===== src/rtl/seq_mult_unit.sv =====
// Multi-cycle radix-2 shift-add multiplier for MULT/MULTU.
// Produces the HI/LO product pair, with one WIDTH+1-bit add per cycle.
module seq_mult_unit #(
    parameter int unsigned WIDTH = 32,
    parameter int unsigned CNT_W = 6
) (
    input  logic             clk,
    input  logic             rst_n,
    input  logic             start,
    input  logic             is_signed,
    input  logic [WIDTH-1:0] a,
    input  logic [WIDTH-1:0] b,
    output logic             busy,
    output logic             done,
    output logic [WIDTH-1:0] hi,
    output logic [WIDTH-1:0] lo
);

    localparam int unsigned PW = 2 * WIDTH;
    localparam logic [CNT_W-1:0] LAST_ITER = CNT_W'(WIDTH - 1);

    typedef enum logic [1:0] {
        IDLE = 2'd0,
        RUN  = 2'd1,
        FIX  = 2'd2,
        DONE = 2'd3
    } state_e;

    state_e           state_q;
    logic [CNT_W-1:0] cnt_q;
    logic [WIDTH-1:0] mcand_q;
    // After every shift the carry bit of the high accumulator is back to zero,
    // so only its lower WIDTH bits need storage.
    logic [WIDTH-1:0] acc_hi_q;
    logic [WIDTH-1:0] acc_lo_q;
    logic             neg_q;
    logic             busy_q;
    logic             done_q;
    logic [WIDTH-1:0] hi_q;
    logic [WIDTH-1:0] lo_q;

    logic [WIDTH:0]   sum_c;
    logic [WIDTH-1:0] acc_hi_d;
    logic [WIDTH-1:0] acc_lo_d;
    logic [PW-1:0]    prod_c;
    logic [WIDTH-1:0] abs_a_c;
    logic [WIDTH-1:0] abs_b_c;
    logic             neg_c;

    // Operand magnitudes, conditional add, shift and final sign correction.
    always_comb begin
        abs_a_c = a;
        abs_b_c = b;
        if (is_signed && a[WIDTH-1]) abs_a_c = ~a + WIDTH'(1);
        if (is_signed && b[WIDTH-1]) abs_b_c = ~b + WIDTH'(1);
        neg_c = is_signed & (a[WIDTH-1] ^ b[WIDTH-1]);

        sum_c = {1'b0, acc_hi_q};
        if (acc_lo_q[0]) sum_c = {1'b0, acc_hi_q} + {1'b0, mcand_q};
        acc_hi_d = sum_c[WIDTH:1];
        acc_lo_d = {sum_c[0], acc_lo_q[WIDTH-1:1]};

        prod_c = {acc_hi_q, acc_lo_q};
        if (neg_q) prod_c = ~prod_c + PW'(1);
    end

    // Control FSM together with the accumulator datapath and result registers.
    always_ff @(posedge clk or negedge rst_n) begin
        if (!rst_n) begin
            state_q  <= IDLE;
            cnt_q    <= '0;
            mcand_q  <= '0;
            acc_hi_q <= '0;
            acc_lo_q <= '0;
            neg_q    <= 1'b0;
            busy_q   <= 1'b0;
            done_q   <= 1'b0;
            hi_q     <= '0;
            lo_q     <= '0;
        end else begin
            case (state_q)
                IDLE, DONE: begin
                    done_q <= 1'b0;
                    if (start) begin
                        state_q  <= RUN;
                        busy_q   <= 1'b1;
                        cnt_q    <= '0;
                        mcand_q  <= abs_a_c;
                        acc_hi_q <= '0;
                        acc_lo_q <= abs_b_c;
                        neg_q    <= neg_c;
                    end else begin
                        state_q <= IDLE;
                    end
                end
                RUN: begin
                    acc_hi_q <= acc_hi_d;
                    acc_lo_q <= acc_lo_d;
                    cnt_q    <= cnt_q + CNT_W'(1);
                    if (cnt_q == LAST_ITER) state_q <= FIX;
                end
                FIX: begin
                    hi_q    <= prod_c[PW-1:WIDTH];
                    lo_q    <= prod_c[WIDTH-1:0];
                    busy_q  <= 1'b0;
                    done_q  <= 1'b1;
                    state_q <= DONE;
                end
                default: begin
                    state_q <= IDLE;
                    busy_q  <= 1'b0;
                    done_q  <= 1'b0;
                end
            endcase
        end
    end

    assign busy = busy_q;
    assign done = done_q;
    assign hi   = hi_q;
    assign lo   = lo_q;

endmodule


===== config.mk =====
export PLATFORM = sky130hd
export DESIGN_NAME = seq_mult_unit
export DESIGN_NICKNAME = d
export VERILOG_FILES = /design/src/rtl/seq_mult_unit.sv
export SDC_FILE = /design/constraint.sdc
export NUM_CORES = 1
export LEC_CHECK = 0
export CORE_UTILIZATION = 57
export DETAILED_ROUTE_END_ITERATION = 16
export PLACE_DENSITY_LB_ADDON = 0.12
export SYNTH_ARGS = -nofsm -noshare
export SYNTH_HDL_FRONTEND = slang
export SYNTH_SLANG_ARGS = --single-unit
export TNS_END_PERCENT = 30

===== constraint.sdc =====
create_clock -name clk -period 3 [get_ports clk]
set_input_delay 0.3 -clock clk [delete_from_list [all_inputs] [get_ports clk]]
set_output_delay 0.3 -clock clk [all_outputs]
set_load 0.02 [all_outputs]

# --- After elaboration in Yosys (flattened, before gate mapping) ---
# Cells that the tools add are included.
word_totals:
  reg_bits: 171
  inputBits: 68
  output_inout_bits: 66
classes:
  addsub: 5
  eq_ne: 6
  n_mux: 16
  bitwise: 5
  n_reduce_logical: 9
ops:
  columns: ["op", "count"]
  rows:
  - ["$mux W32", 4]
  - ["$pmux W32 S2", 2]
  - ["$add A32 B1 Y32 const B", 2]
  - ["$add A64 B1 Y64 const B", 1]
  - ["$mux W64", 1]
  - ["$not A32 Y32", 2]
  - ["$not A64 Y64", 1]
  - ["$add A32 B32 Y33", 1]
  - ["$mux W33", 1]
  - ["$pmux W6 S2", 1]
  - ["$add A6 B1 Y6 const B", 1]
  - ["$eq A6 B5 Y1 const B", 1]
  - ["$mux W6", 1]
  - ["$pmux W2 S3", 1]
  - ["$reduce_and A2 Y1", 3]
  - ["$eq A2 B2 Y1 const B", 2]
  - ["$ne A2 B2 Y1 const B", 2]
  - ["$pmux W1 S2", 2]
  - ["$reduce_bool A2 Y1", 2]
  - ["$eq A2 B1 Y1 const B", 1]
  - ["$logic_and A1 B1 Y1", 2]
  - ["$logic_not A2 Y1", 1]
  - ["$mux W1", 2]
  - ["$mux W2", 1]
  - ["3 further kinds", 3]

# --- Logic depth before layout (Yosys ltp) ---
logic_depth:
  word_depth: 5
  mapped_depth: 12

# --- Least setup slack after synthesis ---
# No wires, ideal clock.
synth_timing:
  path_type: "reg2reg"
  start: "reg acc_lo_q[0]"
  end: "reg hi_q[18] (netlist: hi[18])"
  setup_time_ns: 0.137
  arrival_ns: 2.482
  required_time_ns: 2.863
  path_slack_ns: 0.381
  path_stages_with_launch: 11
  path_buffers: 1
  synth_period_minus_slack_ns: 2.619
  path_cell_list: "dfrtp_1 -> clkbuf_1 -> clkinv_1 -> ha_1 -> nand3b_1 -> nor4_2 -> nand2_1 -> or4_1 -> o21ai_1 -> xor2_1 -> a21oi_1"
synth_between:
  elab_chain_cells: 3
synth_rtl:
  columns: ["item", "line", "text"]
  rows:
  - ["start, declared", "35", "logic [WIDTH-1:0] acc_lo_q;"]
  - ["start signal, assigned", "90", "acc_lo_q <= abs_b_c;"]
  - ["start signal, assigned", "98", "acc_lo_q <= acc_lo_d;"]
  - ["$not A64 Y64", "64", "if (neg_q) prod_c = ~prod_c + PW'(1);"]
  - ["$add A64 B1 Y64", "64", null]
  - ["$mux W64", "64", null]
  - ["end signal, assigned", "103", "hi_q <= prod_c[PW-1:WIDTH];"]
  - ["end, declared", "39", "logic [WIDTH-1:0] hi_q;"]
# No other way between the ends.
# A chain may end at the register's enable or synchronous reset.

# --- Worst setup path after layout ---
layout_timing:
  start: "reg acc_lo_q[18]"
  end: "reg hi_q[18] (netlist: hi[18])"
# Same word-level chain as after synthesis.

==> metrics.md <==
| Metric | Value |
|---|---|
| Fin Hold WS | 0.425 ns |
| Endpoints failing setup | 0 |
| Util after Layout | 71.3% |
| RR Endpoint | hi[18] |
| Synthesized Nets | between 1000 and 1500 |
| DR iter-0 viols | 1081 |
| CP Max Fanout | 6 |
| Hold/Removal Path Class | in -> async |
| EDFF count, synth | 0 |
| Xor/xnor share of the synthesized area | 11.7% |
| Crit path time final | 2.86 ns |
| Initial antenna violation count | 0 |
| Layout cells sized above 1 | a little under a tenth |
| Sequential area share after synthesis | about 38% |
| Number of diodes | 0 |
| Main combinational cell family by area after synthesis | compound AO/OA/AOI/OAI gates |
| Antenna-violating nets left | 0 |
| Worst path required time | 3.28 ns |
| Synth Area in Simple Gates | 18.2% |
| FF-to-FF Start | acc_lo_q[18] |
| First-pass iteration count of the detailed router | 7 |
| Tcrit/Tclk final | 95.3% |
| Site row count | 51 |
| Maxcap violations | 0 |
| Unrepaired setup endpoints after global routing | no |
| Adder-Cell Fraction of Synth Area | 4.51% |
| Commonest cells post-synth | 171 x dfrtp_1, 163 x a21oi_1, 151 x nand2_1 |
| Post-route DRC | 0 |
| Post-Syn Area per Cell | around 8.4 um2 |
| Vias/cell | just over 6 |
| Routing usage on met3 | 7.01% |
| GR peak layer | met1 |
| Worst-Skew Late Latency | 0.44 ns |
| Final slew viol count | 0 |
| HPWL Detailed | approximately 24000 um |
| H-tree Lvls | 4 |
| Clock power frac | 13.7% |
| Power Internal | 0.00871 W |
| Seq cells post-synth | 171 |
| Filler cell count | 1574 |
| Wire length per cell | 18.0 um |
| Synth unique cells | 68 |
| Flop-to-flop setup slack | 0.14 ns |
| Max-slew headroom | 16.0% |
| Post-synthesis compound-gate area fraction | ~22% |
| Die height | 143 um |
| Worst setup SP type | flop |
| GRT Util Overall | between 30% and 40% |
| Global route overflow | 0 |
| Clock Root Buffer | clkbuf_16 |
| Most common cell in the synthesized netlist | dfrtp_1 |
| Clock sinks | 171 |
| Slew @ Worst Pin | around 1.3 ns |
| CP Capture Type | flop |
| Post-synthesis cell count | 1347 |
| Die area | around 0.020 mm2 |
| Synth area leader | dfrtp_1 |
| Via count | 10700 |
| Combinational power share | 59.2% |
| Final Hold Fails | 0 |
| Crit path from | acc_lo_q[18] |
| Switching power | 0.00799 W |
| Post-synthesis mux area share | roughly 2.1% |
| Top-Level Pins | 134 |
| Maximum VDD drop | 0.000817 V |
| M2 GR Usage | 45.8% |
| R2R cell count | 7 |
| CTS Buf Count | 17 |
| Mapped Area | between 0.01 and 0.015 mm2 |
| Worst EP arrival | 3.14 ns |
| Sw frac | between 40% and 50% |
| Ys flop type | dfrtp_1 |
| Core Region | 0.0194 mm2 |
| Starting density of the core | between 50% and 60% |
| Crit path capture | hi[18] |
| I/O Buffers | 133 |
| Outcome | completed |
| Total Routed Length | around 32000 um |
| Max Freq | 350 MHz |
| Grt met1 use | 49.3% |
| CP Class | reg -> reg |
| Worst clock skew | 0.0120 ns |
| Yosys warning total | 0 |
| Leak | 5.71 nW |
| Chip width | 143 um |
| Area growth, synth to finish | 22.7% |
| Largest net degree at the start of global routing | 70 |
| Post-layout nets | 1600 |
| Clock Path Buffers | 2 |
| Seq pwr share | 27.1% |
| Vias in the first global route | a little under 10000 |
| Share of flip-flops with an asynchronous set or reset | 100% |
| CTS tree | yes |
| First-pass GRT wire length | 51100 um |
| Power Density | 1210 mW/mm2 |
| Top-area cell type share of the netlist area | 38.0% |
| Synth area leaders | dfrtp_1 38%, a21oi_1 7.2%, xor2_1 7.2% |
| Reg clk slew, reported paths | 0.07 ns |
| Final RePlAce weighted congestion | 0.969 |
==> flip-flops by register name, summed over array words and instances, names as in the netlist <==
name / flops
acc_hi_q: 32
acc_lo_q: 32
hi: 32
lo: 32
mcand_q: 32
cnt_q: 6
state_q: 2
busy: 1
done: 1
neg_q: 1
==> layer usage <==
| metal | up-vias | part of all wire [%] |
|---|---|---|
| met3 | 49 | 9.4 |
| li1 | 5123 | - |
| met2 | 524 | 42 |
| met4 | 0 | 1.7 |
| met5 | - | 0 |
| met1 | 5035 | 47 |
==> cells by family (layout without fill, tap and decap cells) <==
| logic type | Yosys count | count (layout) |
|---|---|---|
| buffers and inverters | 103 | 261 |
| adder cells (fa/ha/maj) | 40 | 40 |
| AND/OR/NAND/NOR | 437 | 437 |
| multiplexers | 22 | 22 |
| flip-flops | 171 | 171 |
| AO/OA/AOI/OAI | 424 | 424 |
| XOR/XNOR | 150 | 150 |
==> critical path, cell delays in order, from the launching register on <==
cell and delay [ns]:
dfrtp_1 0.45, or4_4 0.59, nor4_4 0.37, nand2_1 0.25
or4_1 0.58, o21ai_1 0.19, xor2_1 0.20, a21oi_1 0.09
==> cell type report <==
| cell class | instances | area [um2] | area share, % |
|---|---|---|---|
| clock buffer | 20 | 457 | 3.30 |
| clock inverter | 12 | 151 | 1.09 |
| inverter | 22 | 82.6 | 0.597 |
| multi-input combinational | 1073 | 6630 | 47.9 |
| sequential | 171 | 4280 | 30.9 |
| tap | 265 | 332 | 2.40 |
| timing repair buffer | 207 | 1900 | 13.8 |
==> stage by stage <==
stage / total power [W] / std cells / cell area, um2 / TNS [ns] / worst slack (ns)
floorplan: 0.0106 / 1347 / 11300 / 0 / 0.381
global route: 0.0179 / 1770 / 13800 / 0 / 0.0221
detailed placement: 0.0141 / 1737 / 13200 / -0.137 / -0.0413
finish: 0.0167 / 1770 / 13800 / 0 / 0.141
global placement: 0.0139 / 1737 / 13200 / -0.0493 / -0.0174
CTS: 0.0165 / 1770 / 13800 / 0 / 0.0203
==> layout by cell type (no fill, tap or decap), types with 35 or more instances in the layout <==
master,netlist,routed
dfrtp_1,171,170
a21oi_1,163,162
nand2_1,151,150
nor2_1,139,139
clkdlybuf4s50_1,0,132
o21ai_0,123,122
xor2_1,93,93
buf_4,0,72
xnor2_1,57,57
ha_1,39,38
o22ai_1,35,35
==> power by group through the flow <==
| stage | clock network, W | registers (W) | logic, W |
|---|---|---|---|
| after floorplan | 0 | 0.00475 | 0.00588 |
| after global placement | 0 | 0.00449 | 0.00946 |
| after detailed placement | 0 | 0.00450 | 0.00963 |
| after CTS | 0.00230 | 0.00447 | 0.00972 |
| after global routing | 0.00239 | 0.00464 | 0.0108 |
| final | 0.00228 | 0.00453 | 0.00988 |
==> worst min-delay path by stage <==
stage | cells past startpoint | endpoint | slack [ns]
after global routing | 2 | hi[26] | 0.51
final | 2 | hi[30] | 0.42
after detailed placement | 1 | hi[26] | 0.33
after floorplan | 0 | acc_hi_q[0] | 0.004
after CTS | 2 | hi[26] | 0.46
after global placement | 1 | hi[26] | 0.34
==> timing repair <==
item / CTS / global route
buffers inserted: 0 / 0
hold buffers: 1 / 0
setup endpoints to repair: 0 / 11
endpoints found under the hold margin: 62 / 0
resized for setup: 0 / 4
Power figures use the tool's default switching activity.
